File: config.mk
export PLATFORM = sky130hd
export DESIGN_NAME = rv_alu_thread_arb
export DESIGN_NICKNAME = d
export VERILOG_FILES = /design/src/rtl/rv_alu_thread_arb.sv
export SDC_FILE = /design/constraint.sdc
export NUM_CORES = 1
export LEC_CHECK = 0
export ABC_AREA = 1
export CAP_MARGIN = 0
export CORE_AREA = 2 2 188 190
export CTS_CLUSTER_SIZE = 25
export DETAILED_ROUTE_END_ITERATION = 8
export DIE_AREA = 0 0 190 192
export GPL_TIMING_DRIVEN = 0
export SLEW_MARGIN = 25
export SYNTH_ARGS = -nofsm -noshare
export SYNTH_HDL_FRONTEND = slang
export SYNTH_SLANG_ARGS = --single-unit
File: constraint.sdc
create_clock -name clk -period 3.7 [get_ports clk]
set_input_delay 0.37 -clock clk [delete_from_list [all_inputs] [get_ports clk]]
set_output_delay 0.37 -clock clk [all_outputs]
set_load 0.02 [all_outputs]
File: src/rtl/rv_alu_thread_arb.sv
// rv_alu_thread_arb
//
// Shares one rv_alu_v instance between NTHREADS hardware threads. A round-robin
// arbiter picks one requesting thread per cycle. Its operation is registered onto
// the ALU inputs (stage 1). The ALU result is captured one cycle later into a
// back-pressured response register (stage 2). Each thread can have at most one
// operation in flight, so every thread gets its results back in order.
//
// Ports
//   clk, rst                 clock (rising edge), synchronous active-high reset
//   req_valid[NTHREADS]      per-thread request
//   req_ready[NTHREADS]      one-hot grant (combinational)
//   req_opcode/funct3/funct7 packed per-thread op fields (7/3/7 bits each)
//   req_op1/req_op2          packed per-thread 32-bit operands
//   alu_opcode..alu_op2      registered stage-1 fields driving the ALU
//   alu_rez                  combinational ALU result
//   rsp_valid/rsp_ready      response handshake
//   rsp_tid/rsp_data         thread id and captured result of the response
//   busy[NTHREADS]           thread has an operation in flight

module rv_alu_thread_arb #(
    parameter int NTHREADS = 4,
    parameter int TIDW     = $clog2(NTHREADS)
) (
    input  logic                   clk,
    input  logic                   rst,
    input  logic [NTHREADS-1:0]    req_valid,
    output logic [NTHREADS-1:0]    req_ready,
    input  logic [7*NTHREADS-1:0]  req_opcode,
    input  logic [3*NTHREADS-1:0]  req_funct3,
    input  logic [7*NTHREADS-1:0]  req_funct7,
    input  logic [32*NTHREADS-1:0] req_op1,
    input  logic [32*NTHREADS-1:0] req_op2,
    output logic [6:0]             alu_opcode,
    output logic [2:0]             alu_funct3,
    output logic [6:0]             alu_funct7,
    output logic [31:0]            alu_op1,
    output logic [31:0]            alu_op2,
    input  logic [31:0]            alu_rez,
    output logic                   rsp_valid,
    input  logic                   rsp_ready,
    output logic [TIDW-1:0]        rsp_tid,
    output logic [31:0]            rsp_data,
    output logic [NTHREADS-1:0]    busy
);

    logic                s1_valid;
    logic [TIDW-1:0]     s1_tid;
    logic [TIDW-1:0]     last;

    logic                s2_load;
    logic                s1_free;
    logic [NTHREADS-1:0] rsp_fire;
    logic [NTHREADS-1:0] elig;
    logic [NTHREADS-1:0] grant;
    logic [TIDW-1:0]     grant_tid;
    logic                accept;
    logic [TIDW-1:0]     idx;

    logic [6:0]          sel_opcode;
    logic [2:0]          sel_funct3;
    logic [6:0]          sel_funct7;
    logic [31:0]         sel_op1;
    logic [31:0]         sel_op2;

    // S2 takes S1 whenever the response slot is empty or being drained this
    // cycle; S1 can then accept a new op in the same cycle.
    assign s2_load = s1_valid & (~rsp_valid | rsp_ready);
    assign s1_free = ~s1_valid | s2_load;

    // A thread retiring this cycle may re-issue immediately, so its busy bit
    // does not block eligibility while its response fires.
    always_comb begin
        rsp_fire = '0;
        for (int i = 0; i < NTHREADS; i++) begin
            rsp_fire[i] = rsp_valid & rsp_ready & (rsp_tid == TIDW'(i));
        end
    end

    assign elig = req_valid & (~busy | rsp_fire);

    // Round-robin search starting just after the last granted thread. The
    // modulo keeps the search correct when NTHREADS is not a power of two.
    always_comb begin
        grant     = '0;
        grant_tid = '0;
        accept    = 1'b0;
        idx       = '0;
        if (s1_free) begin
            for (int k = 1; k <= NTHREADS; k++) begin
                idx = TIDW'((int'(last) + k) % NTHREADS);
                if (!accept && elig[idx]) begin
                    accept     = 1'b1;
                    grant[idx] = 1'b1;
                    grant_tid  = idx;
                end
            end
        end
    end

    assign req_ready = grant;

    // Field mux for the granted thread.
    always_comb begin
        sel_opcode = req_opcode[7*int'(grant_tid) +: 7];
        sel_funct3 = req_funct3[3*int'(grant_tid) +: 3];
        sel_funct7 = req_funct7[7*int'(grant_tid) +: 7];
        sel_op1    = req_op1[32*int'(grant_tid) +: 32];
        sel_op2    = req_op2[32*int'(grant_tid) +: 32];
    end

    // Stage 1: the alu_* registers only load on accept, so they keep their
    // last values while S1 is empty.
    always_ff @(posedge clk) begin
        if (rst) begin
            s1_valid   <= 1'b0;
            s1_tid     <= '0;
            last       <= TIDW'(NTHREADS - 1);
            alu_opcode <= '0;
            alu_funct3 <= '0;
            alu_funct7 <= '0;
            alu_op1    <= '0;
            alu_op2    <= '0;
        end else if (accept) begin
            s1_valid   <= 1'b1;
            s1_tid     <= grant_tid;
            last       <= grant_tid;
            alu_opcode <= sel_opcode;
            alu_funct3 <= sel_funct3;
            alu_funct7 <= sel_funct7;
            alu_op1    <= sel_op1;
            alu_op2    <= sel_op2;
        end else if (s2_load) begin
            s1_valid   <= 1'b0;
        end
    end

    // Stage 2: response register; fields are stable while stalled.
    always_ff @(posedge clk) begin
        if (rst) begin
            rsp_valid <= 1'b0;
            rsp_tid   <= '0;
            rsp_data  <= '0;
        end else if (s2_load) begin
            rsp_valid <= 1'b1;
            rsp_tid   <= s1_tid;
            rsp_data  <= alu_rez;
        end else if (rsp_ready) begin
            rsp_valid <= 1'b0;
        end
    end

    // Set wins over clear so a same-cycle retire and re-issue stays busy.
    always_ff @(posedge clk) begin
        if (rst) begin
            busy <= '0;
        end else begin
            busy <= (busy & ~rsp_fire) | grant;
        end
    end

endmodule

# Word level (Yosys, flattened, before mapping)
# Cells that the tools add are included.
classes:
  addsub: 4
  multipliers: 2
  n_lt_le_gt_ge: 8
  eq_ne: 3
  shifts: 5
  n_mux: 41
  bitwise: 19
  reduce_logical: 13
ops:
  columns: ["op", "count"]
  rows:
  - ["indexed part select 128 x 8 -> 32 bit", 2]
  - ["2-to-1 mux 4 bit", 8]
  - ["indexed part select 28 x 32 -> 7 bit", 1]
  - ["indexed part select 28 x 6 -> 7 bit", 1]
  - ["2-to-1 mux 1 bit", 20]
  - ["OR 4 bit", 5]
  - ["< comparator 2 x 3 -> 1 bit (second input constant)", 4]
  - ["indexed part select 12 x 5 -> 3 bit", 1]
  - ["2-to-1 mux 2 bit", 5]
  - ["AND 4 bit", 2]
  - ["binary-select mux 1 bit (select 2 bit)", 4]
  - ["demux 1 bit (select 2 bit)", 4]
  - ["greater-or-equal comparator 2 x 1 -> 1 bit (second input constant)", 4]
  - ["inverter 4 bit", 2]
  - ["logical AND 1 bit", 7]
  - ["AND 1 bit", 6]
  - ["multiplier 3 x 2 -> 5 bit (first input constant)", 1]
  - ["adder 2 x 1 -> 2 bit (second input constant)", 2]
  - ["adder 2 bit (second input constant)", 2]
  - ["equality test 2 bit (second input constant)", 2]
  - ["multiplier 2 x 2 -> 4 bit (first input constant)", 1]
  - ["nonzero test 2 bit", 2]
  - ["zero test 1 bit", 3]
  - ["equality test 2 x 1 -> 1 bit (second input constant)", 1]
  - ["3 further kinds", 5]
word_totals:
  regBits: 125
  in_bits: 363
  out_inout_bits: 124
  elab_cells: 107

# Longest topological paths before layout
# Gate-level depths: netlist of the first run.
logic_depth:
  word_depth: 22
  depth_mapped: 18

# Worst setup path before layout of the first run
# Ideal clock, no wire load.
synth_timing:
  path_kind: "register -> register"
  from: "register last[0]"
  to: "register alu_funct7[0]"
  setup_ps: 128
  arrival_time_ps: 2236
  required_time_ps: 3572
  path_slack_ps: 1335
  path_stages_with_launch: 17
  n_path_buf: 2
  cell_sequence: "dfxtp_1 -> inv_2 -> ha_1 -> inv_1 -> nand3_2 -> nand2_4 -> inv_2 -> a21oi_1 -> nand2_1 -> nand2_4 -> nand2_2 -> buf_4 -> buf_4 -> nand2_1 -> nand3_1 -> nand2_1 -> a21oi_1"
synth_between:
  elab_chain_cells: 19
  word_cells_on_any_way: 33
  classes_between: "add/sub: 4; mul: 1; shift: 1; mux: 21; reduce/logical: 6"
synth_rtl:
  columns: ["item", "line", "rtl"]
  rows:
  - ["start, declared", "49", "logic [TIDW-1:0] last;"]
  - ["start signal, assigned", "118", "last <= TIDW'(NTHREADS - 1);"]
  - ["start signal, assigned", "127", "last <= grant_tid;"]
  - ["adder 2 x 1 -> 2 bit", "91", "idx = TIDW'((int'(last) + k) % NTHREADS);"]
  - ["binary-select mux 1 bit (select 2 bit)", "92", "if (!accept && elig[idx]) begin"]
  - ["2-to-1 mux 1 bit (implied by the code)", "92", null]
  - ["2-to-1 mux 1 bit", "92", null]
  - ["2-to-1 mux 1 bit", "89", "if (s1_free) begin"]
  - ["zero test 1 bit", "92", null]
  - ["logical AND 1 bit", "92", null]
  - ["2-to-1 mux 1 bit", "92", null]
  - ["[... 3 more ...]", null, null]
  - ["2-to-1 mux 1 bit", "92", null]
  - ["2-to-1 mux 1 bit", "89", null]
  - ["zero test 1 bit", "92", null]
  - ["logical AND 1 bit", "92", null]
  - ["2-to-1 mux 2 bit", "92", null]
  - ["2-to-1 mux 2 bit", "89", null]
  - ["multiplier 3 x 2 -> 5 bit", "107", "sel_funct7 = req_funct7[7*int'(grant_tid) +: 7];"]
  - ["indexed part select 28 x 6 -> 7 bit", "107", null]
  - ["end signal, assigned", "130", "alu_funct7 <= sel_funct7;"]
  - ["end, declared", "36", "output logic [6:0] alu_funct7,"]
# Several ways; a longest one is shown, not always the timed one. The select of a mux whose other input is x is not followed.
# A chain may end at the register's enable or synchronous reset.

# Worst setup path after layout of the first run
layout_timing:
  from: "register last[0]"
  to: "output port req_ready[1]"
layout_between:
  elab_chain_cells: 17
  word_cells_on_any_way: 55
  classes_between: "add/sub: 4; order compare: 8; mux: 30; bitwise: 3; reduce/logical: 10"
layout_rtl:
  columns: ["item", "line", "rtl"]
  rows:
  - ["branches (longest 15 deep; another with < comparator 2 x 3 -> 1 bit)", null, null]
  - ["2-to-1 mux 4 bit *", "92", null]
  - ["2-to-1 mux 4 bit *", "89", null]
  - ["end, declared", "28", "output logic [NTHREADS-1:0] req_ready,"]
# Mark *: on every way between the ends. The select of a mux whose other input is x is not followed.

==> implementation parameters, run 1 <==
Parameter                              Value

Clocking
  Number of setup buffers added after CTS ... 0
  Number of levels the H-tree was split into ... 4
  Clk buf depth ... 2
  Buffer type at the clock tree root ... sky130_fd_sc_hd__clkbuf_16
  CTS tree ... built
  Clock latency of the later-clocked register in the worst-skew pair ... 0.42 ns
  Clock transition time at the flip-flop clock pins of the worst setup and hold paths ... 0.06 ns
  Post-CTS Hold Buffers ... 0
  TritonCTS buffer count ... 17
  # clock sinks ... around 130

Status
  Run status ... completed

Logic synthesis
  Area fraction in and, or, nand and nor cells after synthesis ... 41.5%
  Post-synthesis xor/xnor area fraction ... 0%
  Dominant combinational cell family by area after synthesis ... simple AND/OR/NAND/NOR gates
  Top cells by area, synth ... sky130_fd_sc_hd__dfxtp_1 (33%), sky130_fd_sc_hd__nand3_1 (22%), sky130_fd_sc_hd__nand2_1 (14%)
  Sequential cell area fraction in the yosys report ... 33.1%
  Post-synthesis net count ... 1562
  Synthesis warning total ... 0
  Count of state elements after synthesis ... ~130
  Share of Yosys cell area claimed by the top area cell type ... 33.1%
  Average size of a mapped cell ... 6.36 µm²
  Adder-cell share of the synthesized area ... 1.32%
  Post-synthesis compound-gate area fraction ... 14.9%
  Cell taking the most area after synthesis ... sky130_fd_sc_hd__dfxtp_1
  Portion of netlist area occupied by mux cells ... 0%
  Post-synthesis cell count ... 1191
  Netlist cell types ... 25
  Cell Area, Synth ... between 7000 and 8000 µm²

Setup path
  Top fanout value on the critical path ... 10
  Cells along the critical path ... inv_2, ha_1, inv_1, nand3_2, nand2_4, nand3_4, inv_1, nand2_1, o21ai_0, nand2_1, inv_1, clkdlybuf4s50_1
  WP data required ... 3.33 ns
  Delay of the slowest critical-path stage ... 0.61 ns
  Cell mode on critical path ... sky130_fd_sc_hd__inv_1
  Crit path max-delay cell type ... sky130_fd_sc_hd__clkdlybuf4s50_1
  Data arrival time of the critical path ... slightly above 3 ns
  Worst setup path class ... flip-flop to output pin
  Crit path launch type ... flip-flop
  Endpoint kind of the worst setup timing path ... output pin

Timing
  Final clock skew ... 0.0101 ns
  Share of the clock period used by the worst path after layout ... 94.2%
  Max Transition Viols Final ... 0
  Setup repair after global routing missed its margin ... no
  Max transition margin ... between 40% and 50%
  Top achievable clock speed ... 287 MHz
  Count of endpoints failing hold in the final timing report ... 0
  Worst Max-Slew Pin Slew ... 0.786 ns
  Post-Route Setup TNS ... 0 ns
  Min Clock Period, post-route ... between 3 and 4 ns
  Worst setup slack after layout ... 0.216 ns
  Final setup violation count ... 0

Cells and area
  Commonest cells after routing, fill and taps aside ... sky130_fd_sc_hd__clkdlybuf4s50_1 (484), sky130_fd_sc_hd__nand3_1 (339), sky130_fd_sc_hd__nand2_1 (286)
  Post-Layout Inst Area ... 13600 µm²
  Most common cell after layout, fill and taps aside ... sky130_fd_sc_hd__clkdlybuf4s50_1
  Fraction of layout instances using a drive strength above 1 ... 7.26%
  Area Growth Syn to Fin ... 80.2%
  Layout net count ... between 2000 and 2500

Floorplanning
  Die span in x ... roughly 190 µm
  Starting Density ... between 20 and 25%
  Number of primary I/O pins ... roughly 490
  Core area ... 34300 µm²
  Count of standard-cell rows ... 68
  Die extent in y ... 192 µm
  Die area ... 36500 µm²

Route
  Total via count in the routed design ... 10300
  Detailed router's first-iteration violation count ... 620
  Post-detailed-routing wire length ... 42.3 mm
  Average routed wire per standard cell ... 19.5 µm
  Post-detailed-route via-to-cell ratio ... 4.75
  Count of antenna-violating nets left after detailed routing ... 0
  Number of iterations in the first detailed-routing pass ... 5
  Number of DRC violations after detailed routing ... 0

Worst hold path
  Worst hold-check path type ... input pin to flip-flop

Pwr
  Total Power Consumption ... 16.1 mW
  LEAKAGE ... 5.72 nW
  Largest voltage drop on the vdd net ... about 600 µV
  Power density of the placed cells ... 1180 nW/µm²

Global routing
  Largest net degree at the start of global routing ... 17
  Vias in the first global route ... a little over 10000
  Global-route wire length before repair ... 61.3 mm
  GR Overflow Total ... 0
  Overall track demand over capacity in global routing ... around 22%
  Number of antenna violations at the first check in global routing ... 9

Place
  DPL Wire Length ... approximately 33 mm
  RD Place Congestion ... 0.917
  Minimum setup slack after placement ... 0.268 ns
  Placed cell area ... 13000 µm²
  Input/output buffers ... 485

Flow run
  Max-Cap Viols ... 0
worst max-delay path: cells and delay by family, from the launching register on:
family | cells | cell delay [ns]
buf+inv | 5 | 1.05
simple gates | 5 | 0.61
flops | 1 | 0.42
fa+ha+maj | 1 | 0.40
compound gates | 1 | 0.23
per-layer routing:
| layer | global-route usage (%) | wire, µm |
|---|---|---|
| met5 | 0 | 34 |
| met1 | 25.4 | 16700 |
| met3 | 6.12 | 3520 |
| met4 | 7.75 | 1070 |
| met2 | 40.1 | 20900 |
final timing paths:
kind / from / endpoint / slack, ns / cells after the start
worst max-delay path: last[0]$_SDFFE_PP1P_ / req_ready[1] / 0.22 / 12
worst min-delay path: rst / busy[2]$_SDFF_PP0_ / 0.36 / 2
worst max register to register: last[0]$_SDFFE_PP1P_ / alu_opcode[4]$_SDFFE_PP0P_ / 0.57 / 13
worst min register to register: s1_tid[1]$_SDFFE_PP0P_ / s1_tid[1]$_SDFFE_PP0P_ / 0.46 / 2
stage by stage:
stage                     util, %  instances  hold slack [ns]
after global placement       37.9       2131            0.447
after floorplan                 -       1191            0.436
after detailed placement     37.9       2131            0.455
after CTS                    39.7       2163            0.344
after global routing         39.8       2166            0.395
final                        39.8       2168            0.360
layout make-up:
cell class | instances | area [µm²]
Antenna cell | 5 | 12.5
Buffer | 107 | 613
Clock buffer | 20 | 467
Clock inverter | 12 | 160
Fill cell | 3618 | 20600
Inverter | 23 | 86.3
Multi-Input combinational cell | 936 | 4370
Sequential cell | 125 | 2510
Tap cell | 455 | 569
Timing Repair Buffer | 485 | 4860
registers in the layout, indices dropped and copies added, names as in the netlist:
| signal | count |
|---|---|
| rsp_valid | 1 |
| rsp_data | 32 |
| alu_funct7 | 7 |
| s1_valid | 1 |
| alu_funct3 | 3 |
| s1_tid | 2 |
| busy | 4 |
| alu_opcode | 7 |
| alu_op1 | 32 |
| alu_op2 | 32 |
| rsp_tid | 2 |
| last | 2 |
synthesized netlist by cell type:
library cell               count
sky130_fd_sc_hd__a21oi_1      95
sky130_fd_sc_hd__ha_1          8
sky130_fd_sc_hd__nor2_1       69
sky130_fd_sc_hd__clkbuf_1     36
sky130_fd_sc_hd__buf_6         8
sky130_fd_sc_hd__nor2_4        1
sky130_fd_sc_hd__nand2_4       2
sky130_fd_sc_hd__nand3_1     339
sky130_fd_sc_hd__nand2_2       3
sky130_fd_sc_hd__inv_1        19
sky130_fd_sc_hd__o211ai_1      2
sky130_fd_sc_hd__dfxtp_1     125
sky130_fd_sc_hd__buf_4        27
sky130_fd_sc_hd__nand2_1     286
sky130_fd_sc_hd__o21ai_1       1
sky130_fd_sc_hd__nand4_1       1
sky130_fd_sc_hd__o21ai_2       2
sky130_fd_sc_hd__nand3_4       1
sky130_fd_sc_hd__a21oi_2       1
sky130_fd_sc_hd__o21ai_0     121
sky130_fd_sc_hd__nor2_2        1
sky130_fd_sc_hd__nand3_2       3
sky130_fd_sc_hd__clkbuf_4      2
sky130_fd_sc_hd__buf_2        34
sky130_fd_sc_hd__inv_2         4
timing repair:
item	in CTS	in global routing
endpoints found under the setup margin	1	4
resized for setup	1	4
endpoints found under the hold margin	0	0
kinds of logic after synthesis:
kind of cell    count (synthesis)
compound gates                222
fa+ha+maj                       8
buf+inv                       130
flops                         125
simple gates                  706
where the power goes:
group	total, mW	internal (mW)	switching (mW)
logic	12.1	4.42	7.69
registers	2.21	1.92	0.287
clock network	1.81	1.12	0.692
total	16.1	7.46	8.67
No activity file was read; power rests on OpenSTA's default activity.
==> run 2: changes to the inputs <==
--- a/config.mk
+++ b/config.mk
@@ -7,11 +7,14 @@
 export LEC_CHECK = 0
 export ABC_AREA = 1
 export CAP_MARGIN = 0
-export CORE_AREA = 2 2 188 190
+export CELL_PAD_IN_SITES_DETAIL_PLACEMENT = 0
+export CELL_PAD_IN_SITES_GLOBAL_PLACEMENT = 1
+export CORE_AREA = 2 2 190 192
 export CTS_CLUSTER_SIZE = 25
 export DETAILED_ROUTE_END_ITERATION = 8
-export DIE_AREA = 0 0 190 192
+export DIE_AREA = 0 0 192 194
 export GPL_TIMING_DRIVEN = 0
+export PLACE_DENSITY_LB_ADDON = 0.1
 export SLEW_MARGIN = 25
 export SYNTH_ARGS = -nofsm -noshare
 export SYNTH_HDL_FRONTEND = slang
==> run 2 against run 1 <==
Against the previous run: hold slack improved by 0.029 ns; register-to-register slack got worse by 0.11 ns; clock skew fell by 0.0027 ns; combinational power barely moved; critical path depth did not move; clock-buffer cell count rose by 5; setup slack improved by 0.034 ns; sequential power barely moved; largest cell class unchanged; highest routed layer is now met4.
==> implementation parameters, run 2 (same netlist as run 1, synthesis figures left out) <==
Parameter                              Value

Status
  Run status ... completed (unchanged)

Route
  Post-detailed-route via-to-cell ratio ... 4.66 (was 4.75)
  Number of iterations in the first detailed-routing pass ... 6 (was 5)
  Total via count in the routed design ... 10100 (was 10300)
  Count of antenna-violating nets left after detailed routing ... 0 (unchanged)
  Detailed router's first-iteration violation count ... 496 (was 620)
  Post-detailed-routing wire length ... 42.7 mm (was 42.3 mm)
  Average routed wire per standard cell ... 19.6 µm (was 19.5 µm)
  Number of DRC violations after detailed routing ... 0 (unchanged)

Cells and area
  Area Growth Syn to Fin ... 79.7% (was 80.2%)
  Layout net count ... 2066 (unchanged)
  Post-Layout Inst Area ... 13600 µm² (about the same)
  Fraction of layout instances using a drive strength above 1 ... 7.03% (was 7.26%)
  Area occupied by multi-input gates ... 4370 µm² (about the same)
  FF/Latch Area ... 2510 µm² (unchanged)
  Largest registers in the final layout ... alu_op1 (32), alu_op2 (32), rsp_data (32) (unchanged)
  Layout Utilization ... 38.6% (was 39.8%)
  Commonest cells after routing, fill and taps aside ... sky130_fd_sc_hd__clkdlybuf4s50_1 (485), sky130_fd_sc_hd__nand3_1 (339), sky130_fd_sc_hd__nand2_1 (286) (was sky130_fd_sc_hd__clkdlybuf4s50_1 (484), sky130_fd_sc_hd__nand3_1 (339), sky130_fd_sc_hd__nand2_1 (286))
  Filler Cell Count ... 3797 (was 3618)
  Most common cell after layout, fill and taps aside ... sky130_fd_sc_hd__clkdlybuf4s50_1 (unchanged)
  Cell Count, Final, Fillers Out ... 2172 (was 2168)

Clocking
  Clock transition time at the flip-flop clock pins of the worst setup and hold paths ... 0.06 ns (about the same)
  Buffer type at the clock tree root ... sky130_fd_sc_hd__clkbuf_16 (unchanged)
  Number of levels the H-tree was split into ... 4 (unchanged)
  CTS tree ... built (unchanged)
  TritonCTS buffer count ... 17 (unchanged)
  Clock latency of the later-clocked register in the worst-skew pair ... 0.43 ns (was 0.42 ns)
  Clk buf depth ... 2 (unchanged)
  # clock sinks ... 125 (unchanged)
  Number of setup buffers added after CTS ... 0 (unchanged)
  # resized after CTS ... 0 (was 1)
  Post-CTS Hold Buffers ... 0 (unchanged)

Worst hold path
  Worst hold-check path type ... input pin to flip-flop (unchanged)
  Start point of the worst min-delay path ... rst (unchanged)

Floorplanning
  Die extent in y ... 194 µm (was 192 µm)
  Starting Density ... 21.5% (was 22.1%)
  Die span in x ... 192 µm (was 190 µm)
  Core area ... 35200 µm² (was 34300 µm²)
  Die area ... 37200 µm² (was 36500 µm²)
  Number of primary I/O pins ... 487 (unchanged)
  Count of standard-cell rows ... 69 (was 68)

Setup path
  Critical Path Source ... last[1]$_SDFFE_PP1P_ (was last[0]$_SDFFE_PP1P_)
  WP data required ... 3.33 ns (about the same)
  Endpoint kind of the worst setup timing path ... output pin (unchanged)
  Data arrival time of the critical path ... 3.08 ns (was 3.11 ns)
  Worst reg2reg path startpoint ... last[1]$_SDFFE_PP1P_ (was last[0]$_SDFFE_PP1P_)
  Crit path launch type ... flip-flop (unchanged)
  Top fanout value on the critical path ... 8 (was 10)
  Worst setup path class ... flip-flop to output pin (unchanged)

Place
  DPL Wire Length ... 33.8 mm (was 33.3 mm)
  Minimum setup slack after placement ... 0.154 ns (was 0.268 ns)
  Placed cell area ... 13000 µm² (about the same)
  Number of instances in the placed design ... 2137 (was 2131)
  Input/output buffers ... 485 (unchanged)
  RD Place Congestion ... 0.863 (was 0.917)

Timing
  Setup repair after global routing missed its margin ... no (unchanged)
  Worst Max-Slew Pin Slew ... 0.917 ns (was 0.786 ns)
  Share of the clock period used by the worst path after layout ... 93.2% (was 94.2%)
  Final setup violation count ... 0 (unchanged)
  Count of endpoints failing hold in the final timing report ... 0 (unchanged)
  Max transition margin ... 38.9% (was 47.6%)
  Max Transition Viols Final ... 0 (unchanged)
  Worst setup slack after layout ... 0.250 ns (was 0.216 ns)
  Post-Route Setup TNS ... 0 ns (unchanged)
  Min Clock Period, post-route ... 3.45 ns (was 3.48 ns)
  Top achievable clock speed ... 290 MHz (was 287 MHz)
  Final clock skew ... 0.00740 ns (was 0.0101 ns)
  Final-layout worst hold slack ... 0.389 ns (was 0.360 ns)

Flow run
  Max-Cap Viols ... 0 (unchanged)

Pwr
  LEAKAGE ... 5.70 nW (was 5.72 nW)
  Internal Pwr Total ... 7.42 mW (was 7.46 mW)
  Relative contribution of sequential cells to total power ... 13.8% (was 13.7%)
  Largest voltage drop on the vdd net ... 458 µV (was 601 µV)
  Switching power summed over all nets ... 8.50 mW (was 8.67 mW)
  Total Power Consumption ... 15.9 mW (was 16.1 mW)
  Power density of the placed cells ... 1170 nW/µm² (was 1180 nW/µm²)
  Switching Share ... 53.4% (was 53.7%)
  Relative contribution of combinational cells to total power ... 75.5% (was 75.1%)
  Clock group share of total power ... 10.7% (was 11.2%)

Global routing
  Number of antenna violations at the first check in global routing ... 3 (was 9)
  Overall track demand over capacity in global routing ... 22.4% (about the same)
  Global-route wire length before repair ... 62.4 mm (was 61.3 mm)
  Vias in the first global route ... 10300 (was 10100)
  Largest net degree at the start of global routing ... 17 (unchanged)
  GR Overflow Total ... 0 (unchanged)
-- run 2: cell count changes in the layout (fill, tap and decap cells not counted), moves of 2 or more --
cell,previous run,this run
sky130_fd_sc_hd__clkinv_2,1,3
sky130_fd_sc_hd__clkbuf_1,36,39
sky130_fd_sc_hd__clkinv_4,2,0
sky130_fd_sc_hd__clkbuf_8,3,5
sky130_fd_sc_hd__clkinvlp_4,4,1
sky130_fd_sc_hd__inv_6,2,0
-- run 2: worst max-delay path, stage by stage (launching register included) --
cell and delay (ns):
sky130_fd_sc_hd__dfxtp_2 0.37, sky130_fd_sc_hd__inv_1 0.24, sky130_fd_sc_hd__ha_2 0.38, sky130_fd_sc_hd__inv_1 0.14
sky130_fd_sc_hd__nand3_2 0.11, sky130_fd_sc_hd__nand2_4 0.13, sky130_fd_sc_hd__nand3_4 0.10, sky130_fd_sc_hd__inv_1 0.06
sky130_fd_sc_hd__nand2_1 0.14, sky130_fd_sc_hd__o21ai_0 0.21, sky130_fd_sc_hd__nand2_1 0.10, sky130_fd_sc_hd__inv_1 0.06
sky130_fd_sc_hd__clkdlybuf4s50_1 0.60
-- run 2: path summary, 6_finish.rpt --
path | to | slack (ns) | cells after the start
max | req_ready[1] | 0.25 | 12
max reg2reg | alu_op2[21]$_SDFFE_PP0P_ | 0.46 | 13
min reg2reg | s1_tid[0]$_SDFFE_PP0P_ | 0.47 | 2
min | s1_tid[0]$_SDFFE_PP0P_ | 0.39 | 2
-- run 2: power by group through the flow --
stage / clock (mW) / sequential [mW] / combinational (mW)
floorplan: 0 / 2.76 / 7.14
global placement: 0 / 2.21 / 12.2
detailed placement: 0 / 2.22 / 12.2
CTS: 1.75 / 2.20 / 12.2
global route: 1.81 / 2.27 / 13.4
finish: 1.71 / 2.20 / 12.0
-- run 2: final cells by class --
cell class / count / share of cell area, %
Timing Repair Buffer: 485 / 35.7
Multi-Input combinational cell: 936 / 32.1
Sequential cell: 125 / 18.4
Buffer: 107 / 4.51
Tap cell: 461 / 4.24
Clock buffer: 25 / 3.71
Inverter: 23 / 0.634
Clock inverter: 6 / 0.607
Antenna cell: 4 / 0.0736
-- run 2: layer usage --
| layer | part of all wire [%] | vias up | GRT usage [%] |
|---|---|---|---|
| li1 | - | 5050 | - |
| met1 | 39 | 4626 | 25.0 |
| met2 | 50 | 397 | 40.1 |
| met3 | 8.3 | 55 | 6.71 |
| met4 | 2.7 | 0 | 7.69 |
| met5 | 0 | - | 0 |
